==> src/rtl/adc_result_readout_if.sv <==
// Bus bundle for adc_result_readout: sequencer capture strobe/counts plus the MCU-facing SPI and status lines.
interface adc_result_readout_if #(
    parameter int CW = 24
);
    logic          done;
    logic [CW-1:0] count_up;
    logic [CW-1:0] count_down;
    logic [CW-1:0] count_rundown;
    logic          spi_clk;
    logic          spi_cs;
    logic          spi_dout;
    logic          drdy;
    logic          overrun;

    modport master (
        output done, count_up, count_down, count_rundown, spi_clk, spi_cs,
        input  spi_dout, drdy, overrun
    );

    modport slave (
        input  done, count_up, count_down, count_rundown, spi_clk, spi_cs,
        output spi_dout, drdy, overrun
    );
endinterface

==> src/rtl/adc_result_readout.sv <==
// Double-buffered capture of multi-slope ADC counts, read out MSB first over a read-only SPI port.
// Define ADC_RESULT_CRC_EN to append a serial CRC-8 (poly 0x07) byte to every frame.
module adc_result_readout #(
    parameter int CW   = 24,
    parameter int SYNC = 2
) (
    input  logic                 clk,
    input  logic                 rst_n,
    adc_result_readout_if.slave  bus
);
    localparam int RW = 7 + 3*CW;
    localparam int FB = 8 + 3*CW;
`ifdef ADC_RESULT_CRC_EN
    localparam int FW = FB + 8;
`else
    localparam int FW = FB;
`endif
    localparam int BW = $clog2(FW + 1);

    localparam logic [1:0] S_IDLE  = 2'd0;
    localparam logic [1:0] S_LOAD  = 2'd1;
    localparam logic [1:0] S_SHIFT = 2'd2;

    logic [SYNC-1:0] sck_sync_q, cs_sync_q;
    logic            sck_prev_q, cs_prev_q;
    logic            sck_fall, cs_fall, cs_rise;

    logic [1:0]    state_q, state_d;
    logic [RW-1:0] rbuf_q, rbuf_d, pbuf_q, pbuf_d;
    logic          pend_q, pend_d;
    logic          drdy_q, drdy_d;
    logic          ovr_q, ovr_d;
    logic          dout_q, dout_d;
    logic [6:0]    seq_q, seq_d;
    logic [FW-1:0] shreg_q, shreg_d;
    logic [BW-1:0] bitcnt_q, bitcnt_d;
    logic [RW-1:0] capture;

`ifdef ADC_RESULT_CRC_EN
    logic [7:0] crc_q, crc_d, crc_step;
    always_comb begin
        crc_step = {crc_q[6:0], 1'b0} ^ ((crc_q[7] ^ shreg_q[FW-1]) ? 8'h07 : 8'h00);
    end
`endif

    // Sync resets low so a read cut by reset sees no CS edge and stays idle until CS rises
    always_ff @(posedge clk) begin
        if (!rst_n) begin
            sck_sync_q <= '0;
            cs_sync_q  <= '0;
            sck_prev_q <= 1'b0;
            cs_prev_q  <= 1'b0;
        end else begin
            sck_sync_q <= SYNC'({sck_sync_q, bus.spi_clk});
            cs_sync_q  <= SYNC'({cs_sync_q, bus.spi_cs});
            sck_prev_q <= sck_sync_q[SYNC-1];
            cs_prev_q  <= cs_sync_q[SYNC-1];
        end
    end

    assign sck_fall = sck_prev_q & ~sck_sync_q[SYNC-1];
    assign cs_fall  = cs_prev_q & ~cs_sync_q[SYNC-1];
    assign cs_rise  = ~cs_prev_q & cs_sync_q[SYNC-1];
    assign capture  = {seq_q + 7'd1, bus.count_up, bus.count_down, bus.count_rundown};

    always_comb begin
        state_d  = state_q;
        rbuf_d   = rbuf_q;
        pbuf_d   = pbuf_q;
        pend_d   = pend_q;
        drdy_d   = drdy_q;
        ovr_d    = ovr_q;
        dout_d   = dout_q;
        shreg_d  = shreg_q;
        bitcnt_d = bitcnt_q;
        seq_d    = bus.done ? seq_q + 7'd1 : seq_q;
`ifdef ADC_RESULT_CRC_EN
        crc_d    = crc_q;
`endif
        case (state_q)
            S_IDLE: begin
                dout_d = 1'b0;
                if (cs_fall) begin
                    state_d = S_LOAD;
                    if (bus.done) begin
                        pbuf_d = capture;
                        pend_d = 1'b1;
                    end
                end else if (bus.done) begin
                    rbuf_d = capture;
                    drdy_d = 1'b1;
                    if (drdy_q) ovr_d = 1'b1;
                end
            end
            S_LOAD, S_SHIFT: begin
                if (cs_rise) begin
                    // A fresh capture on the release clock supersedes the pending one
                    state_d = S_IDLE;
                    dout_d  = 1'b0;
                    if (bus.done) begin
                        rbuf_d = capture;
                        drdy_d = 1'b1;
                        pend_d = 1'b0;
                        if (pend_q) ovr_d = 1'b1;
                    end else if (pend_q) begin
                        rbuf_d = pbuf_q;
                        drdy_d = 1'b1;
                        pend_d = 1'b0;
                    end
                end else begin
                    if (state_q == S_LOAD) begin
                        state_d  = S_SHIFT;
`ifdef ADC_RESULT_CRC_EN
                        shreg_d  = {ovr_q, rbuf_q, 8'h00};
                        crc_d    = 8'h00;
`else
                        shreg_d  = {ovr_q, rbuf_q};
`endif
                        dout_d   = ovr_q;
                        drdy_d   = 1'b0;
                        ovr_d    = 1'b0;
                        bitcnt_d = '0;
                    end else if (sck_fall) begin
                        shreg_d = {shreg_q[FW-2:0], 1'b0};
                        dout_d  = shreg_q[FW-2];
                        if (bitcnt_q != BW'(FW)) bitcnt_d = bitcnt_q + BW'(1);
`ifdef ADC_RESULT_CRC_EN
                        if (bitcnt_q < BW'(FB)) begin
                            crc_d = crc_step;
                            if (bitcnt_q == BW'(FB - 1)) begin
                                shreg_d = {crc_step, {(FW-8){1'b0}}};
                                dout_d  = crc_step[7];
                            end
                        end
`endif
                    end
                    if (bus.done) begin
                        pbuf_d = capture;
                        pend_d = 1'b1;
                        if (pend_q) ovr_d = 1'b1;
                    end
                end
            end
            default: begin
                state_d = S_IDLE;
                dout_d  = 1'b0;
            end
        endcase
    end

    always_ff @(posedge clk) begin
        if (!rst_n) begin
            state_q  <= S_IDLE;
            rbuf_q   <= '0;
            pbuf_q   <= '0;
            pend_q   <= 1'b0;
            drdy_q   <= 1'b0;
            ovr_q    <= 1'b0;
            dout_q   <= 1'b0;
            seq_q    <= '0;
            shreg_q  <= '0;
            bitcnt_q <= '0;
`ifdef ADC_RESULT_CRC_EN
            crc_q    <= '0;
`endif
        end else begin
            state_q  <= state_d;
            rbuf_q   <= rbuf_d;
            pbuf_q   <= pbuf_d;
            pend_q   <= pend_d;
            drdy_q   <= drdy_d;
            ovr_q    <= ovr_d;
            dout_q   <= dout_d;
            seq_q    <= seq_d;
            shreg_q  <= shreg_d;
            bitcnt_q <= bitcnt_d;
`ifdef ADC_RESULT_CRC_EN
            crc_q    <= crc_d;
`endif
        end
    end

    assign bus.spi_dout = dout_q;
    assign bus.drdy     = drdy_q;
    assign bus.overrun  = ovr_q;
endmodule

==> src/flat_wrapper.sv <==
// flat-port wrapper written by rule: the top's interface ports become plain ports
module adc_result_readout_flat 
#(
    parameter int CW   = 24,
    parameter int SYNC = 2
)
  (clk, rst_n, bus_done, bus_count_up, bus_count_down, bus_count_rundown, bus_spi_clk, bus_spi_cs, bus_spi_dout, bus_drdy, bus_overrun);
  adc_result_readout_if #(.CW(CW)) bus_i ();
  input  logic clk;
  input  logic rst_n;
  input wire logic [$bits(bus_i.done)-1:0] bus_done;
  input wire logic [$bits(bus_i.count_up)-1:0] bus_count_up;
  input wire logic [$bits(bus_i.count_down)-1:0] bus_count_down;
  input wire logic [$bits(bus_i.count_rundown)-1:0] bus_count_rundown;
  input wire logic [$bits(bus_i.spi_clk)-1:0] bus_spi_clk;
  input wire logic [$bits(bus_i.spi_cs)-1:0] bus_spi_cs;
  output wire logic [$bits(bus_i.spi_dout)-1:0] bus_spi_dout;
  output wire logic [$bits(bus_i.drdy)-1:0] bus_drdy;
  output wire logic [$bits(bus_i.overrun)-1:0] bus_overrun;
  assign bus_i.done = bus_done;
  assign bus_i.count_up = bus_count_up;
  assign bus_i.count_down = bus_count_down;
  assign bus_i.count_rundown = bus_count_rundown;
  assign bus_i.spi_clk = bus_spi_clk;
  assign bus_i.spi_cs = bus_spi_cs;
  assign bus_spi_dout = bus_i.spi_dout;
  assign bus_drdy = bus_i.drdy;
  assign bus_overrun = bus_i.overrun;
  adc_result_readout #(.CW(CW), .SYNC(SYNC)) u_core (.clk(clk), .rst_n(rst_n), .bus(bus_i));
endmodule
==> config.mk <==
export PLATFORM = sky130hd
export DESIGN_NAME = adc_result_readout_flat
export DESIGN_NICKNAME = d
export VERILOG_FILES = /design/src/rtl/adc_result_readout_if.sv /design/src/rtl/adc_result_readout.sv /design/src/flat_wrapper.sv
export SDC_FILE = /design/constraint.sdc
export NUM_CORES = 1
export LEC_CHECK = 0
export BUFFER_PORTS_ARGS = -buffer_cell sky130_fd_sc_hd__buf_2
export CAP_MARGIN = 20
export CORE_MARGIN = 2
export CORE_UTILIZATION = 50
export CTS_BUF_LIST = sky130_fd_sc_hd__clkbuf_4
export CTS_CLUSTER_DIAMETER = 40
export DETAILED_ROUTE_END_ITERATION = 6
export GPL_TIMING_DRIVEN = 0
export PLACE_DENSITY = 0.71
export SLEW_MARGIN = 20
export SYNTH_ARGS = -nofsm -noshare
export SYNTH_HDL_FRONTEND = slang
export SYNTH_SLANG_ARGS = --single-unit
==> constraint.sdc <==
create_clock -name clk -period 4.3 [get_ports clk]
set_clock_uncertainty 0.15 [all_clocks]
set_input_delay 0.86 -clock clk [delete_from_list [all_inputs] [get_ports clk]]
set_output_delay 0.86 -clock clk [all_outputs]
set_load 0.02 [all_outputs]
==> summary.txt, run 1 <==
Status
  – Outcome: finished clean

Final layout
  – Filler instances: 1950
  – Final Core Density: 58.83%
  – Multi-input logic area: 5114 um2
  – Register area: 5125 um2
  – Commonest non-fill, non-tap cells in the layout: nand2_1 (308), dfxtp_1 (256), buf_2 (122), clkbuf_4 (102), nor2_1 (92)
  – Commonest non-fill, non-tap cell in the layout: nand2_1
  – Final layout net count: 1495
  – Ratio of cells with drive above 1 in the final layout: 18.01%
  – Finished Cell Area: 12450 um2
  – Synth-to-Final Area Change: 14.94%

Synth
  – Synth Area in Compound Gates: 18.99%
  – Syn avg cell area: 8.566 um2
  – Mux cell area share after synthesis: 7.395%
  – Dominant cells by area after synthesis: dfxtp_1 (47%), nand2_1 (11%), mux2i_1 (7.4%)
  – Largest family of logic cells by synthesized area: simple AND/OR/NAND/NOR gates
  – Post-synthesis cell type count: 50
  – Sequential share of the synthesized area: 47.33%
  – Synth Cell Area: 10830 um2
  – Synth area leader: dfxtp_1
  – Syn nets: 1347
  – Total number of yosys warnings: 0
  – Yosys top cell area share: 47.33%
  – Post-synthesis xor/xnor area fraction: 0.5662%
  – Post-synth ARST share: 0%
  – Top FF cell, synth: dfxtp_1
  – Simple-gate portion of the synthesized area: 19.59%
  – Adder-cell share of the synthesized area: 0.6933%
  – EDFF count, synth: 0
  – Cells after Synth: 1264
  – Flops & latches, synth: 256

Place
  – Placed Area: 11560 um2
  – RePlAce Congestion: 0.8305
  – Pre-CTS WS: 1.274 ns
  – # port buffers: 77
  – DP HPWL: 18720 um

Worst setup path
  – Crit Path Category: flip-flop to flip-flop
  – Critical path cell sequence: inv_1 > ha_1 > buf_2 > nand2b_1 > clkbuf_1 > clkbuf_1 > nor3_1 > o31ai_1 > o311a_1
  – Worst stage delay on the critical path: 0.63 ns
  – CP startpoint kind: flip-flop
  – Worst path top cell family by delay: buffers and inverters
  – WP buf/inv: 4
  – R2r startpoint: u_core.state_q[0]
  – Worst setup startpoint: u_core.state_q[0]
  – Crit path max fanout: 10
  – Worst path arrival time: 3.37 ns
  – Worst Path Required: 4.73 ns
  – Slowest-stage cell, CP: clkbuf_1
  – CP most frequent cell: clkbuf_1
  – Critical Path Sink Type: flip-flop

Floorplanning
  – Top Ports: 80
  – Die W: 151.2 um
  – Area of the core: 21150 um2
  – Initial Util: 51.19%
  – Row count: 53
  – Die Area: 22850 um2
  – Chip Height: 151.2 um

STA
  – RSZ-0062 raised after global routing: false
  – Tmin final: 2.942 ns
  – Max transition margin: 28.69%
  – Final Cycle Share: 68.42%
  – Hold Violations, Final: 0
  – Setup tns final: 0 ns
  – Slew Viols, Final: 0
  – Final worst-path setup slack: 1.358 ns
  – Worst-margin pin slew: 1.070 ns
  – FMAX: 0.3399 GHz
  – # setup viols final: 0

Global route
  – First-pass GRT wire length: 44590 um
  – Initial antenna violation count: 1
  – GRT Total Usage: 24.29%
  – Vias in the first global route: 9206
  – Largest net degree at the start of global routing: 11
  – Total global routing overflow: 0

CTS
  – Clk_lat worst skew: 0.66 ns
  – Post-CTS Resized: 0
  – Clock Path Buffers: 3
  – CTS hold repair buffers: 0
  – Cts bufs inserted: 69
  – TritonCTS clock tree: done
  – Root buf cell: clkbuf_4
  – Clk pin slew, worst setup/hold paths: 0.06 ns
  – Maximum level of the CTS H-tree: 3
  – # Post-CTS Setup Buffers: 0
  – Clock sink count: 256

Drt
  – Drt drc: 0
  – DR pass1 iterations: 5
  – Routed WL per cell: 15.81 um
  – Vias per inst: 5.510
  – DR vias: 9566
  – Post-DRT Antenna Nets: 0
  – WL final: 27450 um
  – Drt initial violations: 521

Power
  – Power per cell area: 576.3 nW/um2
  – Leakage: 4.445 nW
  – Power, Total: 0.007173 W
  – VDD IR max: 245.1 uV

Min path
  – Hold_sp: bus_spi_clk
  – Hold Crit Class: primary input to flip-flop

Job
  – Max Cap Viol: 0
[through the flow]
stage / cells / hold slack [ns]
after CTS: 1735 / 0.2269
after global placement: 1616 / 0.2705
after global routing: 1736 / 0.2259
after detailed placement: 1616 / 0.2700
final: 1736 / 0.2774
after floorplan: 1264 / 0.2619
[synthesized netlist by cell type (2+ instances only)]
library cell / number
a2111oi_0: 2
a211oi_1: 81
a21o_1: 2
a21oi_1: 83
a311oi_1: 59
a311oi_2: 16
and2_1: 7
and3_1: 3
buf_2: 45
buf_4: 4
buf_6: 4
clkbuf_1: 69
dfxtp_1: 256
ha_1: 6
inv_1: 6
mux2i_1: 80
nand2_1: 308
nand2b_1: 7
nand3_1: 6
nand4_1: 3
nor2_1: 92
nor2b_1: 3
nor3_1: 74
o21a_1: 2
o21ai_0: 7
o221ai_1: 4
o22ai_1: 4
or3_1: 4
xnor2_1: 2
xor2_1: 5
[final timing paths]
path,slack (ns),cells past startpoint,end
hold reg to reg,0.29,1,u_core.sck_sync_q[1]
setup reg to reg,1.36,9,u_core.bus.drdy
hold / removal,0.28,2,u_core.sck_sync_q[0]
setup / recovery,1.36,9,u_core.bus.drdy
[area by class of cell]
type                    count  area share [%]
inverters                   7          0.2111
diodes                      1         0.02011
multi-input cells         878           41.09
repair buffers             77           3.096
clock inverters            17          0.9651
clock buffers             102           6.153
well taps                 275           2.765
plain buffers             123           4.524
flip-flops and latches    256           41.18
[flip-flops by register name (all words and copies together), names as in the netlist, 2 cells and up]
name               cells
u_core.cs_sync_q       2
u_core.shreg_q        79
u_core.rbuf_q         79
u_core.pbuf_q         79
u_core.seq_q           7
u_core.state_q         2
u_core.sck_sync_q      2
[report_power, final]
part,internal (W),switching (W)
combinational,0.000764,0.00120
sequential,0.00277,0.000236
clock,0.00120,0.000994
total,0.00474,0.00243
[logic make-up (layout without fill, tap and decap cells)]
| family | count (synthesis) | in the layout |
|---|---|---|
| buffers and inverters | 130 | 326 |
| other | 0 | 1 |
| multiplexers | 80 | 80 |
| AO/OA/AOI/OAI | 272 | 272 |
| AND/OR/NAND/NOR | 513 | 513 |
| XOR/XNOR | 7 | 7 |
| adder cells (fa/ha/maj) | 6 | 6 |
| flip-flops | 256 | 256 |
[layer usage]
metal,GRT usage (%),part of all wire [%]
met1,32.58,47
met2,38.80,46
met3,5.241,4.8
met4,8.598,2.8
met5,0,0
(Power assumes the default switching activity.)
==> inputs of run 2 (changes only) <==
Settings changed: PLACE_DENSITY 0.71 to 0.74.
Clock period 4.3 ns to 2.49 ns, I/O delays scaled along.
==> run 2 against run 1 <==
Against the previous run: critical path depth up 1; die area unchanged; final cell count up 3.9%; wire length up 2.4%; first-iteration DRC count up 11%; register-to-register slack worse by 1.2 ns; critical path type unchanged; critical endpoint is now u_core.rbuf_q[55]; largest cell class is now multi-input gates.
==> summary.txt, run 2 (synthesized netlist as in run 1, its figures left out) <==
Floorplanning
  – Die W: 151.2 um (unchanged)
  – Row count: 53 (unchanged)
  – Initial Util: 51.19% (unchanged)
  – Die Area: 22850 um2 (unchanged)
  – Area of the core: 21150 um2 (unchanged)
  – Top Ports: 80 (unchanged)
  – Chip Height: 151.2 um (unchanged)

CTS
  – Clk_lat worst skew: 0.67 ns (about the same)
  – Maximum level of the CTS H-tree: 3 (unchanged)
  – Cts bufs inserted: 68 (-1.4%)
  – Clk pin slew, worst setup/hold paths: 0.06 ns (about the same)
  – Clock sink count: 256 (unchanged)
  – TritonCTS clock tree: done
  – Clock Path Buffers: 3 (unchanged)
  – Root buf cell: clkbuf_4

Drt
  – Post-DRT Antenna Nets: 0 (unchanged)
  – Vias per inst: 5.446 (-1.2%)
  – DR vias: 9824 (+2.7%)
  – DR pass1 iterations: 5 (unchanged)
  – Routed WL per cell: 15.58 um (-1.5%)
  – WL final: 28110 um (+2.4%)
  – Drt drc: 0 (unchanged)
  – Drt initial violations: 579 (+11%)

Place
  – DP HPWL: 18430 um (-1.6%)
  – Pre-CTS WS: -0.3456 ns (-1.619 ns)
  – RePlAce Congestion: 0.8271 (-0.41%)
  – # port buffers: 77 (unchanged)

Power
  – Power per cell area: 932.5 nW/um2 (+62%)
  – Switching share of power: 34.25% (+0.32 points)
  – Psw: 0.004218 W (+73%)
  – Comb power frac: 28.9% (+1.5 points)
  – VDD IR max: 474.6 uV (+94%)
  – Leakage: 4.754 nW (+7.0%)
  – Part of the power in the clock network: 28.9% (-1.7 points)
  – P_int: 0.008095 W (+71%)
  – Sequential share of power: 42.2% (+0.3 points)
  – Power, Total: 0.01231 W (+72%)

Worst setup path
  – Crit path max fanout: 10 (unchanged)
  – R2r startpoint: u_core.state_q[1]
  – CP most frequent cell: buf_4
  – Worst reg2reg path endpoint: u_core.rbuf_q[55]
  – FF-to-FF setup slack: 0.12 ns (-1.24 ns)
  – Critical path cell sequence: inv_1 > ha_4 > buf_4 > nand4b_1 > o32ai_4 > or2_1 > buf_4 > buf_12 > buf_6 > a311oi_2
  – Worst Path Required: 2.87 ns (-1.86 ns)
  – Crit Path Category: flip-flop to flip-flop
  – Slowest-stage cell, CP: dfxtp_2
  – CP startpoint kind: flip-flop
  – Reg2reg path depth: 10 (+1)
  – Worst path arrival time: 2.76 ns (-0.61 ns)
  – Worst stage delay on the critical path: 0.35 ns (-0.28 ns)
  – Critical Path Sink Type: flip-flop

Final layout
  – Final layout net count: 1568 (+4.9%)
  – Commonest non-fill, non-tap cell in the layout: nand2_1
  – Register area: 5127 um2 (about the same)
  – Filler instances: 1835 (-5.9%)
  – Synth-to-Final Area Change: 21.94%
  – Multi-input logic area: 5136 um2 (+0.44%)
  – Ratio of cells with drive above 1 in the final layout: 17.93% (-0.082 points)
  – Commonest non-fill, non-tap cells in the layout: nand2_1 (308), dfxtp_1 (254), buf_2 (111), clkbuf_4 (109), nor2_1 (92)
  – Largest regs: u_core.pbuf_q: 79 flops, u_core.rbuf_q: 79 flops, u_core.shreg_q: 79 flops

STA
  – Tmin final: 2.373 ns (-0.5693 ns)
  – Smallest hold slack: 0.08888 ns (-0.1885 ns)
  – Hold Violations, Final: 0 (unchanged)
  – Max transition margin: 36.14% (+7.4 points)
  – Slew Viols, Final: 0 (unchanged)
  – Final worst-path setup slack: 0.1172 ns (-1.241 ns)
  – Final Cycle Share: 95.29% (+27 points)
  – FMAX: 0.4214 GHz (+24%)
  – # setup viols final: 0 (unchanged)
  – Worst-margin pin slew: 0.9579 ns (-0.1117 ns)
  – RSZ-0062 raised after global routing: false

Min path
  – Hold Path End: u_core.rbuf_q[75]
  – Hold_sp: rst_n
  – Hold depth: 3 (+1)
  – Hold Crit Class: primary input to flip-flop

Global route
  – Total global routing overflow: 0 (unchanged)
  – Largest net degree at the start of global routing: 11 (unchanged)
  – Initial antenna violation count: 1 (unchanged)
  – GRT Total Usage: 25.27% (+0.98 points)
  – First-pass GRT wire length: 46530 um (+4.3%)
  – Vias in the first global route: 9568 (+3.9%)

Status
  – Outcome: finished clean

Job
  – Max Cap Viol: 0 (unchanged)
[run 2: critical path, delay by kind of cell (launching register included)]
| family | cells | cell delay (ns) |
|---|---|---|
| AND/OR/NAND/NOR | 2 | 0.33 |
| buffers and inverters | 5 | 0.77 |
| adder cells (fa/ha/maj) | 1 | 0.30 |
| flip-flops | 1 | 0.35 |
| AO/OA/AOI/OAI | 2 | 0.35 |
[run 2: repair_timing]
item | CTS | global route
hold buffers | 74 | 0
endpoints found under the hold margin | 146 | 0
endpoints found under the setup margin | 211 | 218
buffers inserted | 2 | 0
pin swaps | 1 | 2
resized for setup | 12 | 25
cloned | 0 | 0
[run 2: stage by stage]
stage / instance area, um2 / util [%] / std cells / TNS, ns
CTS: 13150 / 62.16 / 1804 / 0
finish: 13200 / 62.42 / 1804 / 0
global placement: 11560 / 54.63 / 1616 / -21.32
global route: 13200 / 62.42 / 1804 / 0
floorplan: 10830 / - / 1264 / 0
detailed placement: 11560 / 54.63 / 1616 / -30.74
[run 2: how the worst max path moves through the flow]
stage	start	end	depth (start not counted)	slack, ns
floorplan	u_core.state_q[0]	u_core.rbuf_q[57]	10	0.28
global placement	u_core.state_q[0]	u_core.bus.drdy	9	-0.31
detailed placement	u_core.state_q[0]	u_core.rbuf_q[70]	10	-0.35
CTS	u_core.state_q[0]	u_core.rbuf_q[70]	9	0.0002
global route	u_core.state_q[1]	u_core.rbuf_q[16]	9	0.005
finish	u_core.state_q[1]	u_core.rbuf_q[55]	10	0.12
[run 2: routing by layer]
layer	track usage (%)	part of all wire, %	vias to the layer above	routed length [um]
li1	-	-	4916	-
met1	33.89	46	4588	12830
met2	40.52	46	261	13040
met3	4.458	5.5	59	1535
met4	10.19	2.5	0	705
met5	0	0	-	0
[run 2: area by class of cell]
type                    count  share of cell area, %
clock buffers             102                  5.799
flip-flops and latches    256                  38.83
clock inverters            11                 0.3411
plain buffers             121                  4.634
diodes                      1                0.01895
inverters                   7                 0.1990
repair buffers            153                  8.671
well taps                 275                  2.606
multi-input cells         878                  38.90
[run 2: power by group through the flow]
stage / logic (W) / registers, W / clock network, W
after global routing: 0.00393 / 0.00527 / 0.00384
after global placement: 0.00330 / 0.00525 / 0
after CTS: 0.00351 / 0.00519 / 0.00365
after detailed placement: 0.00337 / 0.00527 / 0
after floorplan: 0.00258 / 0.00514 / 0
final: 0.00356 / 0.00520 / 0.00355
==> inputs of run 3 (changes only) <==
Settings changed: CORE_UTILIZATION 50 to 48, PLACE_DENSITY 0.74 to 0.71.
==> run 3 against run 2 <==
Against the previous run: register-to-register slack barely moved; sequential cell count did not move; sequential share of layout area barely moved; clock power barely moved; first-iteration DRC count rose by 9.2%; via count rose by 0.16%; global-route usage fell by 0.88 points; non-clock buffer count fell by 1; die area rose by 4.1%; critical path depth did not move; critical path type unchanged.
==> summary.txt, run 3 (synthesized netlist as in run 1, its figures left out) <==
STA
  – RSZ-0062 raised after global routing: false
  – Final worst-path setup slack: 0.1240 ns (+0.006804 ns)
  – Smallest hold slack: 0.09103 ns (+0.002156 ns)
  – Final Cycle Share: 95.02% (-0.27 points)
  – Slew Viols, Final: 0 (unchanged)
  – FMAX: 0.4227 GHz (+0.29%)
  – Max transition margin: 34.06% (-2.1 points)
  – Hold Violations, Final: 0 (unchanged)
  – Tmin final: 2.366 ns (-0.006804 ns)
  – # setup viols final: 0 (unchanged)
  – Setup tns final: 0 ns (unchanged)
  – Worst-margin pin slew: 0.9891 ns (+0.03118 ns)

Worst setup path
  – Crit Path Category: flip-flop to flip-flop
  – Crit path max fanout: 10 (unchanged)
  – Reg2reg path depth: 10 (unchanged)
  – FF-to-FF setup slack: 0.12 ns (about the same)
  – Worst path arrival time: 2.73 ns (-0.03 ns)
  – Worst Path Required: 2.85 ns (-0.02 ns)
  – Worst reg2reg path endpoint: u_core.rbuf_q[66]
  – CP startpoint kind: flip-flop
  – R2r startpoint: u_core.state_q[0]
  – Critical Path Sink Type: flip-flop

Final layout
  – Layout Cells excl Fill: 1807 (+0.17%)
  – Synth-to-Final Area Change: 21.92% (about the same)
  – Ratio of cells with drive above 1 in the final layout: 17.82% (-0.11 points)
  – Register area: 5127 um2 (unchanged)
  – Filler instances: 1970 (+7.4%)
  – Final layout net count: 1569 (+0.064%)
  – Final Core Density: 60.12% (-2.3 points)
  – Largest regs: u_core.pbuf_q: 79 flops, u_core.rbuf_q: 79 flops, u_core.shreg_q: 79 flops
  – Multi-input logic area: 5136 um2 (unchanged)
  – Commonest non-fill, non-tap cells in the layout: nand2_1 (308), dfxtp_1 (254), clkbuf_4 (110), buf_2 (106), nor2_1 (92)
  – Commonest non-fill, non-tap cell in the layout: nand2_1

CTS
  – TritonCTS clock tree: done
  – Clk pin slew, worst setup/hold paths: 0.07 ns (about the same)
  – Root buf cell: clkbuf_4
  – Clock sink count: 256 (unchanged)
  – Clk_lat worst skew: 0.67 ns (about the same)
  – Clock Path Buffers: 3 (unchanged)
  – Maximum level of the CTS H-tree: 3 (unchanged)
  – Cts bufs inserted: 70 (+2.9%)

Min path
  – Hold_sp: rst_n
  – Hold depth: 3 (unchanged)
  – Hold Path End: u_core.rbuf_q[76]
  – Hold Crit Class: primary input to flip-flop

Status
  – Outcome: finished clean

Global route
  – GRT Total Usage: 24.38% (-0.88 points)
  – Initial antenna violation count: 1 (unchanged)
  – First-pass GRT wire length: 47550 um (+2.2%)
  – Vias in the first global route: 9557 (-0.11%)
  – Largest net degree at the start of global routing: 20 (+9)
  – Total global routing overflow: 0 (unchanged)

Place
  – Cell total after placement: 1621 (+0.31%)
  – RePlAce Congestion: 0.8289 (+0.22%)
  – Pre-CTS WS: -0.3736 ns (-0.02801 ns)
  – DP HPWL: 18690 um (+1.4%)
  – # port buffers: 77 (unchanged)

Drt
  – Drt initial violations: 632 (+9.2%)
  – Metal3 WL: 1395 um (-9.1%)
  – Max Used Layer: met4
  – Metal2 WL: 12980 um (-0.49%)
  – Routed WL per cell: 15.87 um (+1.8%)
  – DR vias: 9840 (+0.16%)
  – Post-DRT Antenna Nets: 0 (unchanged)
  – Metal-1 WL: 13430 um (+4.7%)
  – WL final: 28670 um (+2.0%)
  – Vias per inst: 5.445 (about the same)
  – Drt drc: 0 (unchanged)
  – DR pass1 iterations: 7 (+2)

Floorplanning
  – Area of the core: 21960 um2 (+3.8%)
  – Top Ports: 80 (unchanged)
  – Die Area: 23780 um2 (+4.1%)
  – Chip Height: 154.2 um (+2.0%)
  – Row count: 54 (+1.9%)
  – Initial Util: 49.31% (-1.9 points)
  – Die W: 154.2 um (+2.0%)

Job
  – Max Cap Viol: 0 (unchanged)

Power
  – VDD IR max: 459.7 uV (-3.1%)
  – Leakage: 4.750 nW (about the same)
  – Power per cell area: 931.8 nW/um2 (about the same)
-- run 3: cell types whose count changed in the layout (fill, tap and decap cells not counted), moves of 2 or more --
cell,delta
buf_2,-5
buf_4,+4
buf_6,+2
clkbuf_1,-3
clkbuf_2,+2
clkinv_1,+2
inv_2,-3
-- run 3: report_power, final --
| group | leakage, nW | internal, W | total (W) | switching (W) |
|---|---|---|---|---|
| Sequential | 2.09 | 0.00479 | 0.00520 | 0.000414 |
| Combinational | 2.17 | 0.00145 | 0.00357 | 0.00212 |
| Clock | 0.488 | 0.00185 | 0.00353 | 0.00168 |
-- run 3: worst max path at each step --
stage | from | end | slack [ns] | depth (start not counted)
2_1_floorplan | u_core.state_q[0] | u_core.rbuf_q[57] | 0.28 | 10
3_3_place_gp | u_core.state_q[0] | u_core.bus.drdy | -0.33 | 9
5_1_grt | u_core.state_q[0] | u_core.rbuf_q[65] | 0.002 | 10
3_5_place_dp | u_core.state_q[0] | u_core.rbuf_q[66] | -0.37 | 8
4_1_cts | u_core.state_q[0] | u_core.rbuf_q[66] | 0.004 | 10
6_report | u_core.state_q[0] | u_core.rbuf_q[66] | 0.12 | 10
-- run 3: cell type report --
class	instances	area share, %
Timing Repair Buffer	153	8.644
Clock buffer	102	5.800
Multi-Input combinational cell	878	38.91
Buffer	120	4.654
Inverter	7	0.1990
Antenna cell	1	0.01896
Sequential cell	256	38.84
Clock inverter	10	0.2843
Tap cell	280	2.654
-- run 3: worst max-delay path, stage by stage (launching register included) --
cell      delay, ns
dfxtp_2        0.35
inv_1          0.10
ha_4           0.30
buf_6          0.14
nand4b_1       0.17
o32ai_4        0.25
or2_1          0.16
buf_4          0.17
buf_8          0.17
buf_6          0.17
a311oi_2       0.10
-- run 3: metal layers --
layer / track usage [%] / vias to the layer above
met5: 0 / -
met2: 37.84 / 268
met4: 10.81 / 0
met1: 33.20 / 4591
li1: - / 4916
met3: 4.679 / 65
-- run 3: metrics by stage --
stage | total power (W) | cell area, um2
2_1_floorplan | 0.007722 | 10830
5_1_grt | 0.01304 | 13200
6_report | 0.01230 | 13200
4_1_cts | 0.01230 | 13140
3_5_place_dp | 0.008649 | 11560
3_3_place_gp | 0.008571 | 11560
-- run 3: repair_timing --
action / 4_1_cts / 5_1_grt
hold buffers: 74 / 0
resized for setup: 15 / 23
pin swaps: 1 / 4
buffers inserted: 2 / 0
endpoints found under the hold margin: 145 / 0
setup endpoints to repair: 221 / 230
